### src/rtl/key_evt_pkg.sv
// Shared types and helpers for the key event arbiter: event record, source count, source-index codec.
// Pure declarations, no latency or flow control of its own.
// A source index is {release, lane}: presses occupy 0..3, releases 4..7.
package key_evt_pkg;
    localparam int TS_W      = 16;
    localparam int NUM_LANES = 4;
    localparam int NUM_SRC   = 8;
    localparam int SRC_W     = 3;

    typedef struct packed {
        logic            is_rel;
        logic [1:0]      lane;
        logic [TS_W-1:0] ts;
    } key_evt_t;

    function automatic logic [SRC_W-1:0] src_encode(input logic is_rel, input logic [1:0] lane);
        return {is_rel, lane};
    endfunction

    function automatic logic src_is_release(input logic [SRC_W-1:0] src);
        return src[2];
    endfunction

    function automatic logic [1:0] src_lane(input logic [SRC_W-1:0] src);
        return src[1:0];
    endfunction
endpackage

### src/rtl/key_event_arbiter_if.sv
// Bundle of key-listener inputs and event-consumer handshake for the key event arbiter.
// Wires only; slave is the arbiter side, master is the listener/consumer side.
// Backpressure travels on evt_ready from master to slave.
interface key_event_arbiter_if
    import key_evt_pkg::*;
#(
    parameter int DEPTH = 8
);
    localparam int CW = $clog2(DEPTH) + 1;

    logic [NUM_LANES-1:0] key_pressed;
    logic [NUM_LANES-1:0] key_released;
    logic                 tick;
    logic                 evt_ready;
    logic                 clr_overrun;
    logic                 evt_valid;
    logic [1:0]           evt_lane;
    logic                 evt_release;
    logic [TS_W-1:0]      evt_time;
    logic [CW-1:0]        fifo_count;
    logic                 overrun;

    modport master (
        output key_pressed, key_released, tick, evt_ready, clr_overrun,
        input  evt_valid, evt_lane, evt_release, evt_time, fifo_count, overrun
    );

    modport slave (
        input  key_pressed, key_released, tick, evt_ready, clr_overrun,
        output evt_valid, evt_lane, evt_release, evt_time, fifo_count, overrun
    );
endinterface

### src/rtl/key_evt_fifo.sv
// Show-ahead FIFO of key events with occupancy count.
// Latency: a push is visible at the head the cycle after the write edge.
// Backpressure: pushes while full and pops while empty are ignored; the head reads 0 when empty.
module key_evt_fifo
    import key_evt_pkg::*;
#(
    parameter  int DEPTH = 8,
    localparam int AW    = $clog2(DEPTH),
    localparam int CW    = AW + 1
) (
    input  logic          clk,
    input  logic          resetn,
    input  logic          push,
    input  key_evt_t      push_dat,
    input  logic          pop,
    output key_evt_t      head_dat,
    output logic          empty,
    output logic          full,
    output logic [CW-1:0] count
);
    key_evt_t      mem [DEPTH];
    logic [AW-1:0] wr_ptr;
    logic [AW-1:0] rd_ptr;
    logic          do_push;
    logic          do_pop;

    assign full    = (count == CW'(DEPTH));
    assign empty   = (count == '0);
    assign do_push = push && !full;
    assign do_pop  = pop && !empty;

    always_ff @(posedge clk or negedge resetn) begin
        if (!resetn) begin
            wr_ptr <= '0;
            rd_ptr <= '0;
            count  <= '0;
        end else begin
            if (do_push) wr_ptr <= wr_ptr + AW'(1);
            if (do_pop)  rd_ptr <= rd_ptr + AW'(1);
            case ({do_push, do_pop})
                2'b10:   count <= count + CW'(1);
                2'b01:   count <= count - CW'(1);
                default: count <= count;
            endcase
        end
    end

    always_ff @(posedge clk) begin
        if (do_push) mem[wr_ptr] <= push_dat;
    end

    // Gate the head so the event fields read 0 out of reset and whenever empty.
    assign head_dat = empty ? '0 : mem[rd_ptr];
endmodule

### src/rtl/key_event_arbiter.sv
// Timestamps per-lane press/release pulses and round-robins the 8 sources into an event FIFO.
// Latency: pulse at cycle N -> evt_valid at N+2 into an empty FIFO; one push per cycle at most.
// Backpressure: evt_ready pops; a full FIFO holds sources pending. KEY_EVT_LOCKOUT_EN adds press lockout.
module key_event_arbiter
    import key_evt_pkg::*;
#(
    parameter int DEPTH = 8
`ifdef KEY_EVT_LOCKOUT_EN
    ,
    parameter int LOCK_TKS = 2
`endif
) (
    input logic                  clk,
    input logic                  resetn,
    key_event_arbiter_if.slave   bus
);
    localparam int CW = $clog2(DEPTH) + 1;

    logic [TS_W-1:0]      ts_cnt;
    logic [TS_W-1:0]      ts_lat [NUM_SRC];
    logic [NUM_SRC-1:0]   pend;
    logic [NUM_SRC-1:0]   pulse;
    logic [NUM_SRC-1:0]   grant_oh;
    logic [NUM_SRC-1:0]   set_ovr;
    logic [NUM_LANES-1:0] press_ok;
    logic [SRC_W-1:0]     rr_ptr;
    logic [SRC_W-1:0]     grant;
    logic [SRC_W-1:0]     idx;
    logic                 grant_vld;
    logic                 fifo_full;
    logic                 fifo_empty;
    logic                 ovr_q;
    logic [CW-1:0]        count;
    key_evt_t             push_dat;
    key_evt_t             head_dat;

    assign pulse   = {bus.key_released, bus.key_pressed & press_ok};
    assign set_ovr = pulse & pend & ~grant_oh;

    always_comb begin
        grant_vld = 1'b0;
        grant     = '0;
        grant_oh  = '0;
        idx       = '0;
        for (int k = 0; k < NUM_SRC; k++) begin
            idx = rr_ptr + SRC_W'(k);
            if (!grant_vld && !fifo_full && pend[idx]) begin
                grant_vld = 1'b1;
                grant     = idx;
            end
        end
        if (grant_vld) grant_oh[grant] = 1'b1;
    end

    always_ff @(posedge clk or negedge resetn) begin
        if (!resetn) begin
            ts_cnt <= '0;
            rr_ptr <= '0;
            pend   <= '0;
            ovr_q  <= 1'b0;
            for (int s = 0; s < NUM_SRC; s++) ts_lat[s] <= '0;
        end else begin
            if (bus.tick)  ts_cnt <= ts_cnt + TS_W'(1);
            if (grant_vld) rr_ptr <= grant + SRC_W'(1);
            for (int s = 0; s < NUM_SRC; s++) begin
                // A pulse re-arms a source that is free or leaving this cycle; otherwise it merges.
                if (pulse[s] && (!pend[s] || grant_oh[s])) begin
                    pend[s]   <= 1'b1;
                    ts_lat[s] <= ts_cnt;
                end else if (grant_oh[s]) begin
                    pend[s] <= 1'b0;
                end
            end
            if (|set_ovr)             ovr_q <= 1'b1;
            else if (bus.clr_overrun) ovr_q <= 1'b0;
        end
    end

`ifdef KEY_EVT_LOCKOUT_EN
    localparam int LK_W = $clog2(LOCK_TKS + 1);
    logic [LK_W-1:0] lock_cnt [NUM_LANES];

    always_ff @(posedge clk or negedge resetn) begin
        if (!resetn) begin
            for (int l = 0; l < NUM_LANES; l++) lock_cnt[l] <= '0;
        end else begin
            for (int l = 0; l < NUM_LANES; l++) begin
                if (grant_vld && grant == src_encode(1'b0, 2'(l)))
                    lock_cnt[l] <= LK_W'(LOCK_TKS);
                else if (bus.tick && lock_cnt[l] != '0)
                    lock_cnt[l] <= lock_cnt[l] - LK_W'(1);
            end
        end
    end

    always_comb begin
        press_ok = '0;
        for (int l = 0; l < NUM_LANES; l++) press_ok[l] = (lock_cnt[l] == '0);
    end
`else
    assign press_ok = '1;
`endif

    assign push_dat = {src_is_release(grant), src_lane(grant), ts_lat[grant]};

    key_evt_fifo #(.DEPTH(DEPTH)) u_fifo (
        .clk      (clk),
        .resetn   (resetn),
        .push     (grant_vld),
        .push_dat (push_dat),
        .pop      (bus.evt_ready),
        .head_dat (head_dat),
        .empty    (fifo_empty),
        .full     (fifo_full),
        .count    (count)
    );

    assign bus.evt_valid   = !fifo_empty;
    assign bus.evt_lane    = head_dat.lane;
    assign bus.evt_release = head_dat.is_rel;
    assign bus.evt_time    = head_dat.ts;
    assign bus.fifo_count  = count;
    assign bus.overrun     = ovr_q;
endmodule

### src/flat_wrapper.sv
// flat-port wrapper written by rule: the top's interface ports become plain ports
module key_event_arbiter_flat import key_evt_pkg::*;
#(
    parameter int DEPTH = 8

)
  (clk, resetn, bus_key_pressed, bus_key_released, bus_tick, bus_evt_ready, bus_clr_overrun, bus_evt_valid, bus_evt_lane, bus_evt_release, bus_evt_time, bus_fifo_count, bus_overrun);
  key_event_arbiter_if #(.DEPTH(DEPTH)) bus_i ();
  input logic clk;
  input logic resetn;
  input wire logic [$bits(bus_i.key_pressed)-1:0] bus_key_pressed;
  input wire logic [$bits(bus_i.key_released)-1:0] bus_key_released;
  input wire logic [$bits(bus_i.tick)-1:0] bus_tick;
  input wire logic [$bits(bus_i.evt_ready)-1:0] bus_evt_ready;
  input wire logic [$bits(bus_i.clr_overrun)-1:0] bus_clr_overrun;
  output wire logic [$bits(bus_i.evt_valid)-1:0] bus_evt_valid;
  output wire logic [$bits(bus_i.evt_lane)-1:0] bus_evt_lane;
  output wire logic [$bits(bus_i.evt_release)-1:0] bus_evt_release;
  output wire logic [$bits(bus_i.evt_time)-1:0] bus_evt_time;
  output wire logic [$bits(bus_i.fifo_count)-1:0] bus_fifo_count;
  output wire logic [$bits(bus_i.overrun)-1:0] bus_overrun;
  assign bus_i.key_pressed = bus_key_pressed;
  assign bus_i.key_released = bus_key_released;
  assign bus_i.tick = bus_tick;
  assign bus_i.evt_ready = bus_evt_ready;
  assign bus_i.clr_overrun = bus_clr_overrun;
  assign bus_evt_valid = bus_i.evt_valid;
  assign bus_evt_lane = bus_i.evt_lane;
  assign bus_evt_release = bus_i.evt_release;
  assign bus_evt_time = bus_i.evt_time;
  assign bus_fifo_count = bus_i.fifo_count;
  assign bus_overrun = bus_i.overrun;
  key_event_arbiter #(.DEPTH(DEPTH)) u_core (.clk(clk), .resetn(resetn), .bus(bus_i));
endmodule
### config.mk
export PLATFORM = sky130hd
export DESIGN_NAME = key_event_arbiter_flat
export DESIGN_NICKNAME = d
export VERILOG_FILES = /design/src/rtl/key_evt_pkg.sv /design/src/rtl/key_event_arbiter_if.sv /design/src/rtl/key_evt_fifo.sv /design/src/rtl/key_event_arbiter.sv /design/src/flat_wrapper.sv
export SDC_FILE = /design/constraint.sdc
export NUM_CORES = 1
export LEC_CHECK = 0
export ABC_AREA = 1
export ABC_CLOCK_PERIOD_IN_PS = 9300
export CORE_ASPECT_RATIO = 0.7
export CORE_MARGIN = 3
export CORE_UTILIZATION = 56
export CTS_CLUSTER_DIAMETER = 200
export CTS_CLUSTER_SIZE = 24
export DETAILED_ROUTE_END_ITERATION = 10
export GPL_ROUTABILITY_DRIVEN = 0
export PLACE_DENSITY = 0.73
export SYNTH_ARGS = -nofsm -noshare
export SYNTH_HDL_FRONTEND = slang
export SYNTH_SLANG_ARGS = --single-unit
### constraint.sdc
create_clock -name clk -period 9.3 [get_ports clk]
set_clock_uncertainty 0.15 [all_clocks]
set_input_delay 1.86 -clock clk [delete_from_list [all_inputs] [get_ports clk]]
set_output_delay 1.86 -clock clk [all_outputs]
set_load 0.05 [all_outputs]
======== Word-level counts from Yosys, hierarchy flattened ========
Memory sizes are Yosys's and may differ from the RTL's.
Cells that the tools add are included.
word-level totals
  bits in writable memories ............... 152
  register bits ........................... 166
  output and inout bits ................... 25
  logic and storage cells ................. 177
  memories ................................ 1
memories
  memory             words  bits a word  read ports  clocked after memory_dff  write ports  line                RTL
  u_core.u_fifo.mem  8      19           1           0                         1            key_evt_fifo.sv:21  key_evt_t mem [DEPTH];
operators by class
  order comparisons ....................... 11
  reduce and logical (&&, ||, !) cells .... 63
  bitwise operators ....................... 4
  eq/ne operators ......................... 3
  muxes and demuxes ....................... 60
  add/sub/neg operators ................... 13
operators by type and width
  cell                   number
  $bmux 16 s3            1
  $mux 1                 37
  $lt 3x4->1 const B     9
  $mux 16                2
  $logic_and 1x1->1      26
  $bmux 1 s3             8
  $mux 3                 8
  $reduce_bool 2->1      10
  $mux 19                1
  $logic_not 1->1        17
  $add 16x1->16 const B  1
  $and 8x8->8            2
  $add 3x1->3 const B    4
  $add 3x3->3 const B    4
  $logic_or 1x1->1       8
  $mux 8                 1
  $not 8->8              1
  $pmux 4 s2             1
  $reduce_or 8->1        1
  $add 3x2->3 const B    2
  $add 4x1->4 const B    1
  $eq 4x4->1 const B     1
  $ge 4x4->1 const B     1
  $logic_not 4->1        1
  6 further kinds        6

======== Longest topological paths before layout ========
Gate-level depths: netlist of the first run.
  depth after elaboration ................. 41
  gate-level depth with buffers ........... 24
  mapped depth without buffers ............ 22

======== Hierarchy ========
From an unflattened synthesis of the first run, not the netlist that was laid out.
second synthesis, totals
  cell total of the unflattened synthesis .. 1594
  area total of the unflattened synthesis .. 14795.4 sq um
modules (own cells, without submodules)
  module             area each (sq um)  cells each  times used  seq. area each (sq um)
  key_event_arbiter  8206.6             1062        1           3903.7
  key_evt_fifo       6588.8             532         1           4814.6

======== Worst setup path after synthesis of the first run ========
Ideal clock, no wire load.
  path type ............................... register -> output
  from .................................... register u_core.u_fifo.count[1]
  to ...................................... output bus_evt_lane[0]
  setup slack ............................. 4.692 ns
  buffers on the path ..................... 1
  arrival time ............................ 2.598 ns
  cell stages (with the launch flop) ...... 8
  cell sequence ........................... dfrtp_1 nor2_1 inv_2 nor3_1 inv_1 clkbuf_1 o21ai_0 a31oi_1
between the ends
  cells in the longest elaborated chain, start to end .. 2
ends and longest elaborated chain
  element                 line                RTL
  start, declared         key_evt_fifo.sv:19  output logic [CW-1:0] count
  start signal, assigned  key_evt_fifo.sv:41  2'b10: count <= count + CW'(1);
  start signal, assigned  key_evt_fifo.sv:42  2'b01: count <= count - CW'(1);
  start signal, assigned  key_evt_fifo.sv:43  default: count <= count;
  $logic_not 4->1         key_evt_fifo.sv:28  assign empty = (count == '0);
  $mux 19                 key_evt_fifo.sv:53  assign head_dat = empty ? '0 : mem[rd_ptr];
  end, declared           flat_wrapper.sv:17  output wire logic [$bits(bus_i.evt_lane)-1:0] bus_evt_lane;
Every way passes these cells.

======== Final worst setup path of the first run ========
  from .................................... register u_core.u_fifo.rd_ptr[0]
  to ...................................... output bus_evt_time[10]
between the ends
  cells in the longest elaborated chain, start to end .. 2
ends and longest elaborated chain
  element                 line                RTL
  start, declared         key_evt_fifo.sv:23  logic [AW-1:0] rd_ptr;
  start signal, assigned  key_evt_fifo.sv:39  if (do_pop) rd_ptr <= rd_ptr + AW'(1);
  $mem_v2 8x19            n/a
  $mux 19                 key_evt_fifo.sv:53
  end, declared           flat_wrapper.sv:19  output wire logic [$bits(bus_i.evt_time)-1:0] bus_evt_time;
Every way passes these cells.

==> results.md, run 1 <==
* Hpwl dp at 19,800 um
* Congestion Overflow GR at 0
* Post-route setup TNS at 0 ns
* Netlist Area Pre-Place at 0.0144 sq mm
* NumNets Final at between 1,500 and 2,000
* Via count at ~10,000
* Clk_lat worst skew at ~0.52 ns
* Synth unique cells at 40
* Worst Tran Pin Value at 1.18 ns
* Starting DRC count in detailed routing at 1,073
* Most frequent cells in the layout: nand2_1, nor2_1, dfrtp_1, o21ai_1, edfxtp_1
* Placed Area at about 0.015 sq mm
* Critical path capture point type: output pin
* Htree depth at 1
* Die width at 197 um
* Startpoint Class: flip-flop
* Max-slew violations at 0
* Final core occ at 0.615
* Tcrit/Tclk final at 0.620
* Largest net degree at the start of global routing at around 110
* FP Rows at 48
* Period minus WS final at roughly 5.8 ns
* Core Footprint at around 0.025 sq mm
* Root buffer cell: clkbuf_16
* Sequential-to-total area share from yosys stat at 0.607
* Status: finished, final reports clean
* Final WS setup at between 3 and 4 ns
* Vias in the first global route at between 9,000 and 10,000
* Worst hold path type: flip-flop to flip-flop
* Post-Route WL at approximately 33,000 um
* Final hold viol count at 0
* Wirelength per Cell at ~18 um
* Layout cells sized above 1 at 0.0535
* Final non-filler cell area at roughly 0.015 sq mm
* Bufs on Longest Clock Path at 3
* Post-CTS sizing at 0
* CTS sink count at approximately 320
* Initial Utilization at 0.576
* ANT cells at 0
* RSZ-0062 raised after global routing: no
* Syn Nets at ~1,600
* WP data arrival at about 3.8 ns
* Relative slew slack at 0.215
* # setup viols final at 0
* First-pass detailed-route iteration total at 7
* Die ar. at approximately 0.028 sq mm
* Buffers on Ports at 37
* Area growth from synthesis to final layout at 6.64%
* Commonest non-fill, non-tap cell in the layout: nand2_1
* # DRC at 0
* #FFs+latches synth at around 320
* CTS tree: done
* Achievable frequency at approximately 170 MHz
* Mapped Cells at roughly 1,500
* Post-DR vias/cell at between 5 and 6
* Initial antenna violation count at 1
* Antenna viol nets, final at 0
* Post-CTS Setup Inserts at 0
* CP required at about 7.3 ns
* Post-CTS Hold Buffers at 0
* IO Count at 38
* Dpl ws at about 4.1 ns
* Num CTS Buffers at 17
* Maxcap violations at 0
* First-pass GRT wire length at roughly 54,000 um
* CTS clock-pin slew for the worst setup and hold paths at ~0.10 ns
* Worst Path Max Fanout at 78
* Die height at around 140 um
* Critical path type: flip-flop to output pin
* GRT Overall Usage at 0.244
* Yosys warns at 0
* Syn_area_per_cell at 9.37 sq um
==> metal layers <==
layer	routed length, um	global-route usage	up-vias
li1	-	-	5078
met4	484	0.0394	2
met1	16100	0.391	5011
met5	20	0	-
met3	2360	0.0289	35
met2	14300	0.368	372
==> cell usage after synthesis (all sizes together) <==
master,number,share of area
dfrtp,166,0.29
edfxtp,152,0.32
a21oi,23,0.0080
xor2,20,0.013
inv,81,0.021
nand4,8,0.0035
nor4,3,0.0013
o21ai,260,0.091
o211ai,1,0.00052
a31oi,19,0.0083
nand3b,3,0.0016
clkinv,3,0.00078
nor3,11,0.0038
nand2,380,0.10
or2,2,0.00087
nand3,52,0.022
mux2,1,0.00078
ha,8,0.0070
and2,1,0.00044
o22ai,19,0.0083
nor2,232,0.064
xnor2,4,0.0024
clkbuf,32,0.0084
a211oi,1,0.00052
buf,51,0.025
o21bai,1,0.00052
==> final timing paths <==
| path | startpoint | end | slack, ns | cells after the start |
|---|---|---|---|---|
| setup / recovery | u_core.u_fifo.rd_ptr[0] | bus_evt_time[10] | 3.53 | 7 |
| hold / removal | u_core.ts_cnt[14] | u_core.ts_cnt[14] | 0.32 | 1 |
| setup reg to reg | u_core.rr_ptr[0] | u_core.ts_lat[62] | 4.25 | 20 |
| hold reg to reg | u_core.ts_cnt[14] | u_core.ts_cnt[14] | 0.32 | 1 |
| max in group asynchronous | resetn | u_core.ts_cnt[4] | 6.31 | 2 |
| min in group asynchronous | resetn | u_core.ts_lat[74] | 1.31 | 1 |
==> critical path: stages (launching register included) <==
cell and delay [ns]:
dfrtp_2 0.40, buf_4 0.36, inv_2 0.90, o21ai_0 0.19
o22ai_1 0.15, o21ai_0 0.13, a31oi_1 0.24, clkdlybuf4s50_1 0.83
==> logic make-up (layout without fill, tap and decap cells) <==
kind of cell,Yosys count,after routing,synth area share
and+or+nand+nor,692,692,0.198
DFF,318,318,0.607
xor gates and xnor gates,24,24,0.0152
adders and majority gates,8,8,0.00697
muxes,1,1,0.000784
AOI/OAI and AO/OA,324,324,0.117
buffers and inverters,167,167,0.0550
==> per-stage QoR <==
stage,hold WS [ns],instances
floorplan,0.292,1534
global placement,0.305,1831
detailed placement,0.311,1831
CTS,0.327,1859
global route,0.351,1859
finish,0.324,1859
==> final cells by class <==
type | count | area (sq um)
inverter | 84 | 315
tap | 325 | 407
timing repair buffer | 55 | 507
multi-input combinational | 1049 | 4880
sequential | 318 | 8720
fill | 2139 | 9600
clock inverter | 2 | 28.8
clock buffer | 26 | 459
==> sequential cells by signal, indices dropped and copies added (netlist names) <==
name and flops:
u_core.u_fifo.rd_ptr 3, u_core.pend 8, u_core.rr_ptr 3, u_core.bus.overrun 1, u_core.u_fifo.wr_ptr 3, u_core.u_fifo.mem 152
u_core.ts_cnt 16, u_core.u_fifo.count 4, u_core.ts_lat 128
Power of run 1 is left out: the tool's default activity adds up to more than one toggle a clock period on the data nets, which glitch-free logic cannot reach.
==> run 2: changes to the inputs <==
ABC_CLOCK_PERIOD_IN_PS = 5850   (was 9300)
clock period = 5.85 ns   (was 9.3 ns; I/O delays follow)
==> run 2 against run 1 <==
Effect of this change:
- non-clock buffer count rose by 8
- critical path type is now flip-flop to flip-flop
- critical path depth is 13 higher
- largest cell class unchanged
- sequential share of layout area decreased by 0.25 points
- critical endpoint is now u_core.u_fifo.mem[5][6]
==> results.md, run 2 (same netlist as run 1, synthesis figures left out) <==
* Congestion Overflow GR at 0 (unchanged)
* Die width at 197 um (unchanged)
* Max-slew violations at 0 (unchanged)
* RR Startpoint: u_core.rr_ptr[0]
* ANT cells at 0 (unchanged)
* RSZ-0062 raised after global routing: no
* Critical path capture point type: flip-flop
* # DRC at 0 (unchanged)
* Bufs on Longest Clock Path at 3 (unchanged)
* NumNets Final at 1,554 (+0.52%)
* Antenna viol nets, final at 0 (unchanged)
* Vias in the first global route at 10,200 (+4.9%)
* Max reg flops at 152 (unchanged)
* Die height at 140 um (unchanged)
* Area growth from synthesis to final layout at 7.11%
* Via count at 10,800 (+2.4%)
* CTS clock-pin slew for the worst setup and hold paths at 0.11 ns (about the same)
* Status: finished, final reports clean
* Top flop regs: u_core.u_fifo.mem x152, u_core.ts_lat x128, u_core.ts_cnt x16
* Post-DR vias/cell at 5.76 (+2.0%)
* Critical path type: flip-flop to flip-flop
* Largest net degree at the start of global routing at 84 (-21%)
* Hold EP: u_core.ts_cnt[14]
* Num CTS Buffers at 17 (unchanged)
* Post-CTS Setup Inserts at 0 (unchanged)
* Reg2reg end: u_core.u_fifo.mem[5][6]
* Starting DRC count in detailed routing at 978 (-8.9%)
* CTS sink count at 318 (unchanged)
* Top reg by flops: u_core.u_fifo.mem
* Hold path depth at 1 (unchanged)
* Worst Path Max Fanout at 23 (-71%)
* Post-route setup TNS at 0 ns (unchanged)
* Relative slew slack at 0.246 (+0.0310)
* Multi-input gate area at 0.00488 sq mm (about the same)
* Min-delay src: u_core.ts_cnt[14]
* First-pass GRT wire length at 55,300 um (+2.8%)
* Buffers on Ports at 37 (unchanged)
* Htree depth at 1 (unchanged)
* Period minus WS final at between 4 and 5 ns
* Initial antenna violation count at 1 (unchanged)
* Final hold viol count at 0 (unchanged)
* Startpoint Class: flip-flop
* Maxcap violations at 0 (unchanged)
* Layout cells sized above 1 at 0.0578 (+0.00430)
* Post-Route WL at 34,400 um (+3.3%)
* Root buffer cell: clkbuf_16
* Final non-filler cell area at 0.0154 sq mm (+0.43%)
* Initial Utilization at 0.576 (unchanged)
* First-pass detailed-route iteration total at 5 (-2)
* Placed Area at 0.0149 sq mm (+0.47%)
* Worst Reg-to-Reg Cells at 20 (unchanged)
* Most frequent cells in the layout: nand2_1, nor2_1, dfrtp_1, o21ai_1, edfxtp_1
* WP data arrival at 4.84 ns (+1.08 ns)
* # setup viols final at 0 (unchanged)
* Register Area at 0.00872 sq mm (unchanged)
* Commonest non-fill, non-tap cell in the layout: nand2_1
* IO Count at 38 (unchanged)
* Fill cell count at 2,068 (-3.3%)
* Tcrit/Tclk final at 0.820
* Worst Tran Pin Value at 1.13 ns (-0.0464 ns)
* Worst hold path type: flip-flop to flip-flop
* Wirelength per Cell at 18.4 um (+2.9%)
* CTS tree: done
* Die ar. at 0.0276 sq mm (unchanged)
* Hpwl dp at 20,600 um (+3.6%)
* CP required at 5.89 ns (-1.40 ns)
* Post-CTS sizing at 0 (unchanged)
* Core Footprint at 0.0249 sq mm (unchanged)
* Clk_lat worst skew at 0.52 ns (about the same)
* Hold WS at 0.317 ns (-0.00741 ns)
* Final core occ at 0.617 (+0.00266)
* GRT Overall Usage at 0.251 (+0.00630)
* Post-CTS Hold Buffers at 0 (unchanged)
* Achievable frequency at about 210 MHz
* Reg-to-reg slack, setup at 1.05 ns (-3.20 ns)
* FP Rows at 48 (unchanged)
## run 2: changes by cell type in the layout (fill, tap and decap cells not counted), sizes merged
cell	previous run	this run
buf	19	27
clkbuf	26	25
## run 2: how the worst max path moves through the flow
stage	start	to	slack, ns	cells after the start
detailed placement	u_core.rr_ptr[0]	u_core.u_fifo.mem[6][6]	1.18	20
global route	u_core.rr_ptr[0]	u_core.ts_lat[70]	0.68	19
CTS	u_core.rr_ptr[0]	u_core.u_fifo.mem[7][6]	1.13	20
global placement	u_core.rr_ptr[0]	u_core.u_fifo.mem[0][6]	1.31	20
finish	u_core.rr_ptr[0]	u_core.u_fifo.mem[5][6]	1.05	20
floorplan	u_core.u_fifo.count[1]	bus_evt_lane[0]	1.93	7
## run 2: routing by layer
layer	vias up	share of wire	global-route usage
li1	5094	-	-
met1	5219	0.47	0.388
met2	384	0.43	0.368
met3	54	0.079	0.0445
met4	2	0.022	0.0671
met5	-	0.00020	0
## run 2: worst max-delay path, cell delays in order, from the launching register on
cell	delay, ns
dfrtp_1	0.66
inv_2	0.22
ha_1	0.44
inv_1	0.16
nand3_1	0.11
nand2_1	0.07
nand2_1	0.06
nand2_1	0.11
nor2_4	0.22
nor2_8	0.08
nand4_1	0.13
nor2_1	0.07
nor2_2	0.16
nand3_2	0.42
nand2_1	0.63
buf_4	0.29
nor2_1	0.05
a21oi_1	0.11
nand2_1	0.06
nand2_1	0.06
nand2_1	0.20
## run 2: cell type report
| type | instances | area share |
|---|---|---|
| multi-input combinational | 1049 | 0.317 |
| clock buffer | 25 | 0.0296 |
| clock inverter | 2 | 0.00187 |
| sequential | 318 | 0.567 |
| inverter | 84 | 0.0205 |
| timing repair buffer | 63 | 0.0376 |
| tap | 325 | 0.0264 |
## run 2: through the flow
| step | instances | setup slack, ns |
|---|---|---|
| 6_report | 1866 | 1.05 |
| 5_1_grt | 1866 | 0.677 |
| 4_1_cts | 1866 | 1.13 |
| 3_5_place_dp | 1839 | 1.18 |
| 3_3_place_gp | 1839 | 1.31 |
| 2_1_floorplan | 1534 | 1.93 |
Power of run 2 is left out for the same reason.
